### config.mk
export PLATFORM = sky130hd
export DESIGN_NAME = pc_redirect_ctrl
export DESIGN_NICKNAME = d
export VERILOG_FILES = /design/src/rtl/pc_redirect_ctrl_pkg.sv /design/src/rtl/pc_redirect_ctrl_sat_counter.sv /design/src/rtl/pc_redirect_ctrl.sv
export SDC_FILE = /design/constraint.sdc
export NUM_CORES = 1
export LEC_CHECK = 0
export ABC_AREA = 1
export BUFFER_PORTS_ARGS = -buffer_cell sky130_fd_sc_hd__buf_2
export CAP_MARGIN = 20
export CORE_MARGIN = 2
export CORE_UTILIZATION = 55
export DETAILED_ROUTE_END_ITERATION = 8
export PLACE_DENSITY = 0.8
export SLEW_MARGIN = 20
export SYNTH_ARGS = -nofsm -noshare
export SYNTH_HDL_FRONTEND = slang
export SYNTH_SLANG_ARGS = --single-unit
### constraint.sdc
create_clock -name CLK -period 2.8 [get_ports CLK]
set_input_delay 0.56 -clock CLK [delete_from_list [all_inputs] [get_ports CLK]]
set_output_delay 0.56 -clock CLK [all_outputs]
set_load 0.02 [all_outputs]
### src/rtl/pc_redirect_ctrl_pkg.sv
// Shared control-flow types for fetch redirect sequencing.
// PC select codes and the redirect sequencer state.
package pc_redirect_ctrl_pkg;

  typedef enum logic [2:0] {
    next_pc        = 3'd0,
    branch_alu     = 3'd1,
    branch_pc_jump = 3'd2,
    trap_illegal   = 3'd3,
    xepc           = 3'd4,
    Z              = 3'd5
  } pcsrc_t;

  typedef enum logic [1:0] {
    IDLE = 2'd0,
    RUN  = 2'd1,
    HOLD = 2'd2
  } redir_state_t;

endpackage

### src/rtl/pc_redirect_ctrl_sat_counter.sv
// Saturating up-counter with synchronous active-low reset.
// Holds at all-ones instead of wrapping.
module sat_counter #(
  parameter int W = 16
) (
  input  logic         clk,
  input  logic         rst_n,
  input  logic         inc,
  output logic [W-1:0] cnt
);

  always_ff @(posedge clk) begin
    if (!rst_n)
      cnt <= '0;
    else if (inc && (cnt != {W{1'b1}}))
      cnt <= cnt + 1'b1;
  end

endmodule

### src/rtl/pc_redirect_ctrl.sv
// Fetch-stage control-flow sequencer: selects PC source, enables
// and flushes, and replays redirects that arrive while frozen.
module pc_redirect_ctrl
  import pc_redirect_ctrl_pkg::*;
#(
  parameter int CNT_W = 16
) (
  input  logic             CLK,
  input  logic             RSTn,
  input  logic             EN,
  input  logic             START,
  input  logic             mem_mret,
  input  logic             mem_jalr,
  input  logic             mem_taken,
  input  logic             id_illegal,
  input  logic             load_use,
  output pcsrc_t           pcsrc,
  output logic             en_pc,
  output logic             en_ifid,
  output logic             fsm_sel,
  output logic             flush_ifid,
  output logic             flush_idex,
  output logic             flush_exmem,
  output logic             pc_changed,
  output logic [CNT_W-1:0] redirect_cnt,
  output logic [CNT_W-1:0] trap_cnt,
  output logic             multi_err
);

  redir_state_t state, state_d, cur;
  pcsrc_t       pend_q, pend_d;
  pcsrc_t       ev_code;
  logic         ev_any;
  logic         multi_mem;

  always_comb begin
    ev_code = next_pc;
    if (mem_mret)
      ev_code = xepc;
    else if (mem_jalr)
      ev_code = branch_alu;
    else if (mem_taken)
      ev_code = branch_pc_jump;
    else if (id_illegal)
      ev_code = trap_illegal;
  end

  assign ev_any = (ev_code != next_pc);

  assign multi_mem = (mem_mret & mem_jalr) |
                     (mem_mret & mem_taken) |
                     (mem_jalr & mem_taken);

  // Outputs show IDLE values while reset is held.
  assign cur = RSTn ? state : IDLE;

  always_comb begin
    state_d     = cur;
    pend_d      = pend_q;
    pcsrc       = next_pc;
    en_pc       = 1'b0;
    en_ifid     = 1'b0;
    fsm_sel     = 1'b0;
    flush_ifid  = 1'b0;
    flush_idex  = 1'b0;
    flush_exmem = 1'b0;
    pc_changed  = 1'b0;
    unique case (cur)
      IDLE: begin
        fsm_sel = 1'b1;
        if (START)
          state_d = RUN;
      end
      RUN: begin
        if (EN) begin
          if (ev_any) begin
            pcsrc       = ev_code;
            pc_changed  = 1'b1;
            en_pc       = 1'b1;
            en_ifid     = 1'b1;
            flush_ifid  = 1'b1;
            flush_idex  = 1'b1;
            flush_exmem = (ev_code != trap_illegal);
          end else if (load_use) begin
            flush_idex = 1'b1;
          end else begin
            en_pc   = 1'b1;
            en_ifid = 1'b1;
          end
        end else if (ev_any) begin
          pend_d  = ev_code;
          state_d = HOLD;
        end
      end
      HOLD: begin
        if (EN) begin
          pcsrc       = pend_q;
          pc_changed  = 1'b1;
          en_pc       = 1'b1;
          en_ifid     = 1'b1;
          flush_ifid  = 1'b1;
          flush_idex  = 1'b1;
          flush_exmem = (pend_q != trap_illegal);
          state_d     = RUN;
        end
      end
      default: state_d = IDLE;
    endcase
  end

  always_ff @(posedge CLK) begin
    if (!RSTn) begin
      state     <= IDLE;
      pend_q    <= next_pc;
      multi_err <= 1'b0;
    end else begin
      state  <= state_d;
      pend_q <= pend_d;
      if (multi_mem)
        multi_err <= 1'b1;
    end
  end

  sat_counter #(.W(CNT_W)) u_redir_cnt (
    .clk   (CLK),
    .rst_n (RSTn),
    .inc   (pc_changed),
    .cnt   (redirect_cnt)
  );

  sat_counter #(.W(CNT_W)) u_trap_cnt (
    .clk   (CLK),
    .rst_n (RSTn),
    .inc   (pc_changed && (pcsrc == trap_illegal)),
    .cnt   (trap_cnt)
  );

endmodule
Word-level counts from Yosys, hierarchy flattened
Index checks and enable logic that the tools add are counted.
Storage, ports and cells
  register bits: 38
  word-level logic and storage cells: 57
  input bits: 9
Cells by class
  equality and inequality tests: 7
  bitwise logic cells: 6
  muxes and demuxes: 31
  reduce and logical (&&, ||, !) cells: 6
  add/sub/neg operators: 2
Operator list (count)
  adder 16 x 1 -> 16 bit (second input constant): 2
  != test 16 bit (second input constant): 2
  two-way mux 2 bit: 8
  two-way mux 1 bit: 13
  two-way mux 3 bit: 4
  case mux 1 bit (2 select lines): 4
  != test 3 x 2 -> 1 bit (second input constant): 2
  case mux 2 bit (3 select lines): 1
  case mux 3 bit (2 select lines): 1
  bitwise AND 1 bit: 3
  == test 3 x 2 -> 1 bit (second input constant): 1
  logical AND 1 bit: 3
  AND reduction 3 bit: 1
  nonzero test 3 bit: 1
  == test 2 x 1 -> 1 bit (second input constant): 1
  == test 2 bit (second input constant): 1
  zero test 2 bit: 1
  OR 1 bit: 2
  NOT 1 bit: 1

Longest topological paths before layout
Gate-level depths: netlist (run 1).
  depth in word-level cells: 11
  mapped depth: 14

Hierarchy
Synthesis (run 1) repeated with hierarchy kept, for this count alone.
Unflattened totals
  cells, all modules: 383
  area, all modules: 2514.9 um^2
By module, submodules not included
  sat_counter: cells an instance 149, instances 2, area an instance 996.0 um^2, sequential area each 320.3 um^2
  pc_redirect_ctrl: cells an instance 85, instances 1, area an instance 523.0 um^2, sequential area each 120.1 um^2

Worst setup path after synthesis (run 1)
No wires, ideal clock.
  path type: in2out
  start: input RSTn
  end: output en_pc
  path slack: -0.084 ns
  arrival: 2.324 ns
  stages: 11
  cell sequence: clkbuf_1 > nand2_1 > inv_1 > ha_1 > nand2_2 > inv_2 > nand2_1 > a21oi_4 > inv_1 > o31ai_1 > buf_4
Between the ends
  cells in the longest elaborated chain, start to end: 3
  elaborated cells on any way between the ends: 4
  classes of those cells: eq/ne: 2; mux: 2
RTL lines
  from (decl): RTL line pc_redirect_ctrl.sv:9  | input logic RSTn,
  two-way mux 2 bit *: RTL line pc_redirect_ctrl.sv:55  | assign cur = RSTn ? state : IDLE;
  == test 2 bit / == test 2 x 1 -> 1 bit (equally long branches)
  case mux 1 bit (2 select lines) *
  to (decl): RTL line pc_redirect_ctrl.sv:18  | output logic en_pc,
Every way passes the cells marked *; elsewhere a longest branch is shown, timed or not.

Final worst setup path (run 1)
  start: input RSTn
  end: output en_pc
Between the ends
  cells in the longest elaborated chain, start to end: 3
  elaborated cells on any way between the ends: 4
  classes of those cells: eq/ne: 2; mux: 2
RTL lines
  two-way mux 2 bit *: RTL line pc_redirect_ctrl.sv:55
  == test 2 bit / == test 2 x 1 -> 1 bit (equally long branches): RTL line pc_redirect_ctrl.sv:68  | unique case (cur)
  case mux 1 bit (2 select lines) *: RTL line pc_redirect_ctrl.sv:68
Marked as above.

==> reports/qor.csv, run 1 <==
stage,metric,value,unit
run_status,status,"complete, no violations",
grt,grt_max_degree,30,
synthesis,synth-compound-area-share,12.9,%
synthesis,synthTopCellsByArea,"dfxtp_1 31%, nand2_1 15%, nand3_1 6.8%, nor2_1 5.7%, a21oi_1 5.0%",
placement,hpwl,4.39,mm
synthesis,synth_xor_area_share,4.58,%
worst_setup_path,critical_path.max_stage_delay,0.21,ns
run,maxCapViolCount,0,
placement,globalplace.congestion,0.866,
sta,min_period,2.60,ns
worst_setup_path,reg2reg_from,state[0],
sta,rsz0062_at_grt,no,
placement,post_dp_cell_area,2740,um2
synthesis,synth_area,2480,um2
synthesis,synthCells,369,
clock_tree,htree_levels,2,
synthesis,synth_edf_count,0,
worst_setup_path,arrival,2.04,ns
floorplanning,row_count,24,
sta,max_slew_margin,73.9,%
worst_setup_path,path_max_fanout,10,
hold_path,hp-class,reg -> reg,
placement,io_buffers,51,
detailed_routing,drc,0,
grt,grt_pass1_wl,10.2,mm
detailed_routing,ant_nets,0,
detailed_routing,vias,2537,
synthesis,async_reset_ff_share,0,%
worst_setup_path,r2r_cells,12,
sta,worst_slew_pin_slew,0.389,ns
hold_path,hold_path.startpoint,pend_q[1],
synthesis,synth-simple-area-share,39.4,%
floorplanning,die_y,71.2,um
cells_and_area,stdcell_area,2890,um2
power,ir_drop,0.238,mV
sta,period_share,93.0,%
cells_and_area,num_antenna_cells,0,
synthesis,synthMuxAreaShare,0,%
clock_tree,post_cts_resized,0,
grt,antenna_found_initial,0,
power,powerDensity,412,nW/um2
clock_tree,clk_latency,0.30,ns
detailed_routing,wire_per_inst,12.7,um
synthesis,yosys_warnings,0,
worst_setup_path,critPathKind,in -> out,
worst_setup_path,r2r_slack,0.87,ns
floorplanning,core,4350,um2
synthesis,synth_common_cells,"99 x nand2_1, 38 x dfxtp_1, 38 x nor2_1",
clock_tree,cts_root_buf,clkbuf_8,
worst_setup_path,crit_chain,buf_2 > nand2_1 > inv_1 > ha_1 > nand2_2 > inv_2 > nand2_1 > a21oi_4 > inv_1 > o31ai_2 > buf_2,
synthesis,post_synth.cell_area_avg,6.73,um2
clock_tree,cts_tree,built,
grt,first_global_vias,2356,
sta,finalSetupViolations,0,
synthesis,synth_top_family_by_area,simple AND/OR/NAND/NOR gates,
synthesis,synth_ff_type,dfxtp_1,
grt,grt_overflow_total,0,
synthesis,synth_fp_nets,384,
cells_and_area,layout-drive-gt1-share,24.0,%
hold_path,whs_path_depth,2,
floorplanning,dieWidth,71.2,um
detailed_routing,routed_wl,5.99,mm
hold_path,hold_end,pend_q[1],
floorplanning,initial_core_util,57.1,%
clock_tree,post_cts_buffers,0,
cells_and_area,nNetsFinal,435,
sta,fin_tns_setup,0,ns
clock_tree,cts_made_buffers,5,
power,p_leak,0.00122,uW
cells_and_area,nFillCells,399,
synthesis,synthAdderAreaFrac,3.02,%
cells_and_area,multi_input_area,1490,um2
detailed_routing,via_per_inst,5.36,
worst_setup_path,crit_path_end_kind,output port,
detailed_routing,drtPass1Iterations,4,
synthesis,ys_ff_latch,38,
clock_tree,cts.clk_slew.worst_paths,0.07,ns
synthesis,yosysMostFrequentCell,nand2_1,
clock_tree,clk_path_buf_depth,2,
worst_setup_path,critical_path_required,2.24,ns
synthesis,yosysSeqAreaShare,30.6,%
synthesis,synth_top_area_cell,dfxtp_1,
synthesis,yosysUniqueCellTypes,31,
floorplanning,ioPinCount,52,
grt,gr-usage-all-layers,24.6,%
sta,maxSlewViolCount,0,
cells_and_area,synthToLayoutAreaGrowth,16.2,%
synthesis,synth_top_cell_area_share,30.6,%
worst_setup_path,reg2reg_to,u_redir_cnt.cnt[5],
floorplanning,die_area,5070,um2
worst_setup_path,critPathSlowestCell,a21oi_4,
clock_tree,clock_sinks,38,
sta,hold_viol,0,
worst_setup_path,worstSetupStartpointType,input port,
clock_tree,ctsHoldBuffers,0,
sta,finalClockSkew,0.0136,ns
detailed_routing,drtIter0Drc,193,
cells_and_area,seq_area,761,um2
sta,fmax,0.384,GHz
stage by stage:
stage	hold WS, ns	util [%]	setup slack (ns)	cells	total power [uW]
floorplan	0.449	-	0.0757	369	599
global placement	0.479	63.0	0.290	465	618
detailed placement	0.478	63.0	0.195	465	619
CTS	0.489	66.3	0.204	473	1200
global route	0.515	66.3	0.0218	473	1230
finish	0.490	66.3	0.196	473	1190
worst max-delay path by stage:
stage          from  endpoint  slack [ns]  cells past startpoint
6_report       RSTn     en_pc        0.20                     11
4_1_cts        RSTn     en_pc        0.20                     11
2_1_floorplan  RSTn     en_pc        0.08                     11
3_3_place_gp   RSTn     en_pc        0.29                     11
5_1_grt        RSTn   en_ifid        0.02                     11
3_5_place_dp   RSTn     en_pc        0.19                     11
state kept, by name (all words and copies together) (netlist names):
register         count
multi_err            1
state                2
u_trap_cnt.cnt      16
u_redir_cnt.cnt     16
pend_q               3
cells by family after synthesis:
kind of cell / Yosys count
simple gates: 212
compound gates: 52
buf+inv: 48
flops: 38
xor+xnor: 13
fa+ha+maj: 6
layout make-up:
| class | count | share of cell area, % |
|---|---|---|
| inverter | 37 | 4.81 |
| clock buffer | 6 | 2.86 |
| timing repair buffer | 55 | 9.88 |
| clock inverter | 2 | 2.08 |
| multi-input combinational | 283 | 51.8 |
| tap | 52 | 2.25 |
| sequential | 38 | 26.4 |
worst max-delay path: cells and delay by family:
| kind | cells | cell delay, ns |
|---|---|---|
| buf+inv | 5 | 0.70 |
| compound gates | 2 | 0.28 |
| fa+ha+maj | 1 | 0.19 |
| simple gates | 3 | 0.31 |
power by group:
part	switching (uW)	internal (uW)
Sequential	1.79	544
Combinational	42.9	18.9
Clock	203	380
placed cells by master, fill, tap and decap left out, drive strengths merged:
cell,instances
o21ai,12
inv,37
a221oi,1
xor2,8
dfxtp,38
clkbuf,6
a21oi,36
nand3b,1
a311oi,1
ha,6
xnor2,5
buf,55
nand2,113
o22ai,1
nand3,35
nor3,7
nor2,44
nand4,11
o31ai,1
bufinv,2
or2,1
metal layers:
metal  up-vias  GRT usage, %  share of wire, %
li1       1293             -                 -
met1      1180          31.3                46
met2        53          41.7                49
met3        11          4.78               3.5
met4         0          8.39               1.7
met5         -             0                 0
Note: power is estimated with default switching activity, not from simulation.
==> inputs of run 2 (changes only) <==
--- a/config.mk
+++ b/config.mk
@@ -11,7 +11,7 @@
 export CORE_MARGIN = 2
 export CORE_UTILIZATION = 55
 export DETAILED_ROUTE_END_ITERATION = 8
-export PLACE_DENSITY = 0.8
+export PLACE_DENSITY = 0.83
 export SLEW_MARGIN = 20
 export SYNTH_ARGS = -nofsm -noshare
 export SYNTH_HDL_FRONTEND = slang
==> constraint.sdc (replaced) <==
create_clock -name CLK -period 2.6 [get_ports CLK]
set_input_delay 0.52 -clock CLK [delete_from_list [all_inputs] [get_ports CLK]]
set_output_delay 0.52 -clock CLK [all_outputs]
set_load 0.02 [all_outputs]
==> run 2 against run 1 <==
  * Final cell count rose by 0.63%
  * Worst hold slack lost 0.0060 ns
  * Register-to-register slack worse by 0.27 ns
  * Count of clock-buffer cells in the layout is 1 higher
  * Total power down 3.4%
  * Via count is 0.75% lower
  * Flip-flop and latch count did not move
  * Critical path type unchanged
  * Largest power group is now registers
==> reports/qor.csv, run 2 (synthesized netlist as in run 1, its figures left out) <==
stage,metric,value,unit
grt,use_met3,3.52,%
floorplanning,initial_core_util,57.1,%
clock_tree,cts_root_buf,clkbuf_8,
floorplanning,row_count,24,
detailed_routing,vias,2518,
clock_tree,post_cts_buffers,0,
sta,maxSlewViolCount,0,
placement,globalplace.congestion,0.909,
sta,worst_slew_pin_slew,0.431,ns
floorplanning,dieWidth,71.2,um
power,p_leak,0.00122,uW
grt,gr-usage-all-layers,24.0,%
floorplanning,core,4350,um2
detailed_routing,drc,0,
grt,grt_pass1_wl,10.0,mm
grt,grt_util_met2,41.5,%
sta,finalSetupViolations,0,
clock_tree,post_cts_resized,0,
clock_tree,clock_sinks,38,
detailed_routing,ant_nets,0,
run,maxCapViolCount,0,
clock_tree,clk_latency,0.30,ns
placement,hpwl,4.29,mm
grt,grt_max_degree,19,
clock_tree,cts.clk_slew.worst_paths,0.07,ns
cells_and_area,nNetsFinal,438,
sta,period_share,94.7,%
worst_setup_path,worstSetupStartpointType,input port,
clock_tree,ctsHoldBuffers,0,
cells_and_area,top_regs,"u_redir_cnt.cnt x16, u_trap_cnt.cnt x16, pend_q x3",
sta,max_slew_margin,71.0,%
sta,min_period,2.46,ns
worst_setup_path,crit_path_end_kind,output port,
grt,first_global_vias,2380,
sta,fmax,0.406,GHz
cells_and_area,synthToLayoutAreaGrowth,16.1,%
hold_path,hp-class,reg -> reg,
worst_setup_path,path_max_fanout,10,
cells_and_area,num_antenna_cells,0,
clock_tree,clk_path_buf_depth,2,
worst_setup_path,critical_path_required,2.08,ns
clock_tree,cts_made_buffers,5,
power,powerDensity,399,nW/um2
cells_and_area,nFillCells,400,
cells_and_area,final_common_cell,nand2_1,
detailed_routing,via_per_inst,5.29,
grt,grt.busiest_layer,met2,
worst_setup_path,arrival,1.94,ns
sta,finalClockSkew,0.0103,ns
worst_setup_path,critPathKind,in -> out,
detailed_routing,drtIter0Drc,158,
sta,layout_setup_ws,0.138,ns
grt,met1_usage,29.4,%
clock_tree,cts_tree,built,
cells_and_area,layout-drive-gt1-share,24.3,%
hold_path,whs_path_depth,2,
worst_setup_path,r2r_cells,12,
cells_and_area,layout_common_cells,"99 x nand2_1, 51 x buf_2, 38 x nor2_1, 38 x dfxtp_1, 34 x nand3_1",
sta,rsz0062_at_grt,no,
power,ir_drop,0.346,mV
sta,hold_viol,0,
placement,io_buffers,51,
detailed_routing,wire_per_inst,11.9,um
detailed_routing,routed_wl,5.67,mm
sta,fin_tns_setup,0,ns
floorplanning,die_y,71.2,um
placement,post-place-ws,0.134,ns
floorplanning,die_area,5070,um2
clock_tree,htree_levels,2,
detailed_routing,drtPass1Iterations,5,
run_status,status,"complete, no violations",
floorplanning,ioPinCount,52,
grt,antenna_found_initial,0,
grt,grt_overflow_total,0,
## run 2: cell count changes in the layout (fill, tap and decap cells not counted)
cell	previous run	this run
bufinv_16	2	1
o31ai_4	0	1
ha_2	0	1
buf_4	4	7
clkbuf_8	6	5
ha_1	6	5
clkbuf_1	0	2
o31ai_2	1	0
## run 2: final timing paths
path,end,slack [ns],startpoint
hold reg to reg,pend_q[0],0.48,pend_q[0]
setup / recovery,en_ifid,0.14,RSTn
setup reg to reg,u_redir_cnt.cnt[9],0.60,state[0]
hold / removal,pend_q[0],0.48,pend_q[0]
## run 2: stage by stage
step	total power (uW)	instance area, um2	hold slack [ns]	instances	util, %
after floorplan	646	2510	0.449	369	-
after global placement	668	2780	0.471	468	63.8
after detailed placement	669	2780	0.475	468	63.8
after CTS	1160	2880	0.486	476	66.2
after global routing	1200	2880	0.522	476	66.2
final	1150	2880	0.484	476	66.2
## run 2: area by class of cell
cell class / count / area, um2 / area share, %
clock buffers: 7 / 76.3 / 2.65
clock inverters: 1 / 30.0 / 1.04
multi-input cells: 283 / 1510 / 52.2
well taps: 52 / 65.1 / 2.26
repair buffers: 58 / 308 / 10.7
flip-flops and latches: 38 / 761 / 26.4
inverters: 37 / 139 / 4.82
## run 2: per-layer routing
layer | vias up | routed length (um)
met5 | - | 0
met3 | 13 | 263
met4 | 0 | 123
li1 | 1302 | -
met1 | 1134 | 2510
met2 | 69 | 2760
## run 2: critical path, stage by stage
cell and delay, ns:
buf_2 0.18, nand2_1 0.12, inv_1 0.13, ha_2 0.21
nand2_2 0.09, inv_2 0.09, nand2_1 0.09, a21oi_4 0.16
inv_1 0.09, o31ai_4 0.06, buf_2 0.19
## run 2: power breakdown
group / total (uW) / switching, uW / internal (uW)
Sequential: 588 / 2.02 / 586
Combinational: 68.3 / 46.3 / 22.0
Clock: 495 / 207 / 287
==> inputs of run 3 (changes only) <==
--- a/config.mk
+++ b/config.mk
@@ -11,6 +11,7 @@
 export CORE_MARGIN = 2
 export CORE_UTILIZATION = 55
 export DETAILED_ROUTE_END_ITERATION = 8
+export GPL_TIMING_DRIVEN = 0
 export PLACE_DENSITY = 0.83
 export SLEW_MARGIN = 20
 export SYNTH_ARGS = -nofsm -noshare
==> run 3 against run 2 <==
  * Sequential share of layout area decreased by 0.65 points
  * Combinational power increased by 3%
  * Design area increased by 2.5%
  * Worst hold slack about the same
  * Count of clock-buffer cells in the layout unchanged
  * Critical endpoint is now en_pc
==> reports/qor.csv, run 3 (synthesized netlist as in run 1, its figures left out) <==
stage,metric,value,unit
floorplanning,row_count,24,
sta,max_slew_margin,59.2,%
run,maxCapViolCount,0,
sta,maxSlewViolCount,0,
placement,globalplace.congestion,0.875,
detailed_routing,drtPass1Iterations,4,
floorplanning,initial_core_util,57.1,%
sta,holdWs,0.484,ns
cells_and_area,layout-drive-gt1-share,25.2,%
sta,finalClockSkew,0.00457,ns
worst_setup_path,crit_path_end_kind,output port,
sta,rsz0062_at_grt,no,
floorplanning,dieWidth,71.2,um
cells_and_area,finalNonFillerCells,480,
cells_and_area,synthToLayoutAreaGrowth,19.0,%
placement,hpwl,4.43,mm
detailed_routing,routed_wl,5.90,mm
sta,hold_viol,0,
grt,grt_pass1_wl,10.3,mm
clock_tree,cts.clk_slew.worst_paths,0.07,ns
clock_tree,htree_levels,2,
power,ir_drop,0.283,mV
cells_and_area,final_common_cell,nand2_1,
detailed_routing,dr_wl_met2,3.04,mm
floorplanning,core,4350,um2
grt,gr-usage-all-layers,24.6,%
clock_tree,cts_tree,built,
sta,period_share,95.4,%
placement,io_buffers,50,
clock_tree,cts_root_buf,clkbuf_8,
floorplanning,die_area,5070,um2
grt,first_global_vias,2405,
worst_setup_path,worstSetupStartpointType,input port,
detailed_routing,top_layer,met4,
detailed_routing,drtIter0Drc,163,
hold_path,hp-class,reg -> reg,
detailed_routing,wire_per_inst,12.3,um
detailed_routing,via_per_inst,5.32,
cells_and_area,top_regs,"u_redir_cnt.cnt x16, u_trap_cnt.cnt x16, pend_q x3",
sta,finalSetupViolations,0,
detailed_routing,ant_nets,0,
power,powerDensity,389,nW/um2
clock_tree,clk_path_buf_depth,2,
floorplanning,die_y,71.2,um
worst_setup_path,arrival,1.96,ns
sta,fmax,0.403,GHz
floorplanning,ioPinCount,52,
detailed_routing,met1Wirelength,2.58,mm
worst_setup_path,path_max_fanout,10,
power,p_leak,0.00124,uW
cells_and_area,stdcell_area,2960,um2
grt,grt_overflow_total,0,
grt,grt_max_degree,12,
cells_and_area,num_antenna_cells,0,
worst_setup_path,critPathKind,in -> out,
sta,min_period,2.48,ns
detailed_routing,vias,2555,
clock_tree,clock_sinks,38,
sta,worst_slew_pin_slew,0.613,ns
detailed_routing,drc,0,
clock_tree,cts_made_buffers,5,
cells_and_area,nNetsFinal,442,
detailed_routing,wl_met3,243,um
worst_setup_path,critical_path_required,2.08,ns
grt,antenna_found_initial,0,
cells_and_area,nFillCells,386,
placement,placedCellCount,471,
clock_tree,clk_latency,0.29,ns
cells_and_area,layout_common_cells,"97 x nand2_1, 51 x buf_2, 38 x nor2_1, 38 x dfxtp_1, 34 x nand3_1",
run_status,status,"complete, no violations",
placement,post_dp_cell_area,2820,um2
==> run 3: worst max-delay path, stage by stage <==
cell	delay, ns
buf_2	0.20
nand2_2	0.11
inv_2	0.11
ha_4	0.18
nand2_2	0.11
inv_2	0.09
nand2_1	0.09
a21oi_4	0.13
inv_1	0.09
o31ai_4	0.07
buf_6	0.12
buf_2	0.15
==> run 3: path summary, 6_finish.rpt <==
kind	start	to	slack [ns]	cells after the start
max	RSTn	en_pc	0.12	12
min	pend_q[1]	pend_q[1]	0.48	2
max reg2reg	state[1]	u_trap_cnt.cnt[3]	0.67	10
min reg2reg	pend_q[1]	pend_q[1]	0.48	2
==> run 3: what timing repair did <==
item / 4_1_cts / 5_1_grt
pin swaps: 1 / 0
buffers inserted: 1 / 0
gates resized for setup: 1 / 5
cloned: 0 / 0
setup endpoints to repair: 3 / 5
hold endpoints to repair: 0 / 0
hold buffers: 0 / 0
==> run 3: layout make-up <==
type	instances	area (um2)	area share (%)
repair buffers	51	258	8.72
clock buffers	7	76.3	2.58
plain buffers	11	101	3.43
clock inverters	1	30.0	1.02
well taps	52	65.1	2.20
inverters	37	139	4.70
multi-input cells	283	1530	51.6
flip-flops and latches	38	761	25.7
==> run 3: where the power goes <==
part	internal [uW]	switching, uW	total, uW	leakage [uW]
registers	585	2.00	587	0.000307
logic	22.3	47.8	70.1	0.000884
clock network	287	207	494	0.0000524
total	895	257	1150	0.00124
==> run 3: layer usage <==
layer / vias up / GRT usage, %
met5: - / 0
met1: 1185 / 30.9
li1: 1310 / -
met4: 0 / 7.13
met3: 4 / 4.50
met2: 56 / 43.1
==> run 3: stage by stage <==
step	utilization, %	total power, uW	worst slack [ns]	TNS, ns
3_3_place_gp	64.8	666	-0.125	-0.199
2_1_floorplan	-	646	0.0285	0
5_1_grt	67.9	1190	0.00298	0
6_report	67.9	1150	0.119	0
4_1_cts	67.6	1160	0.0208	0
3_5_place_dp	64.8	668	-0.157	-0.277
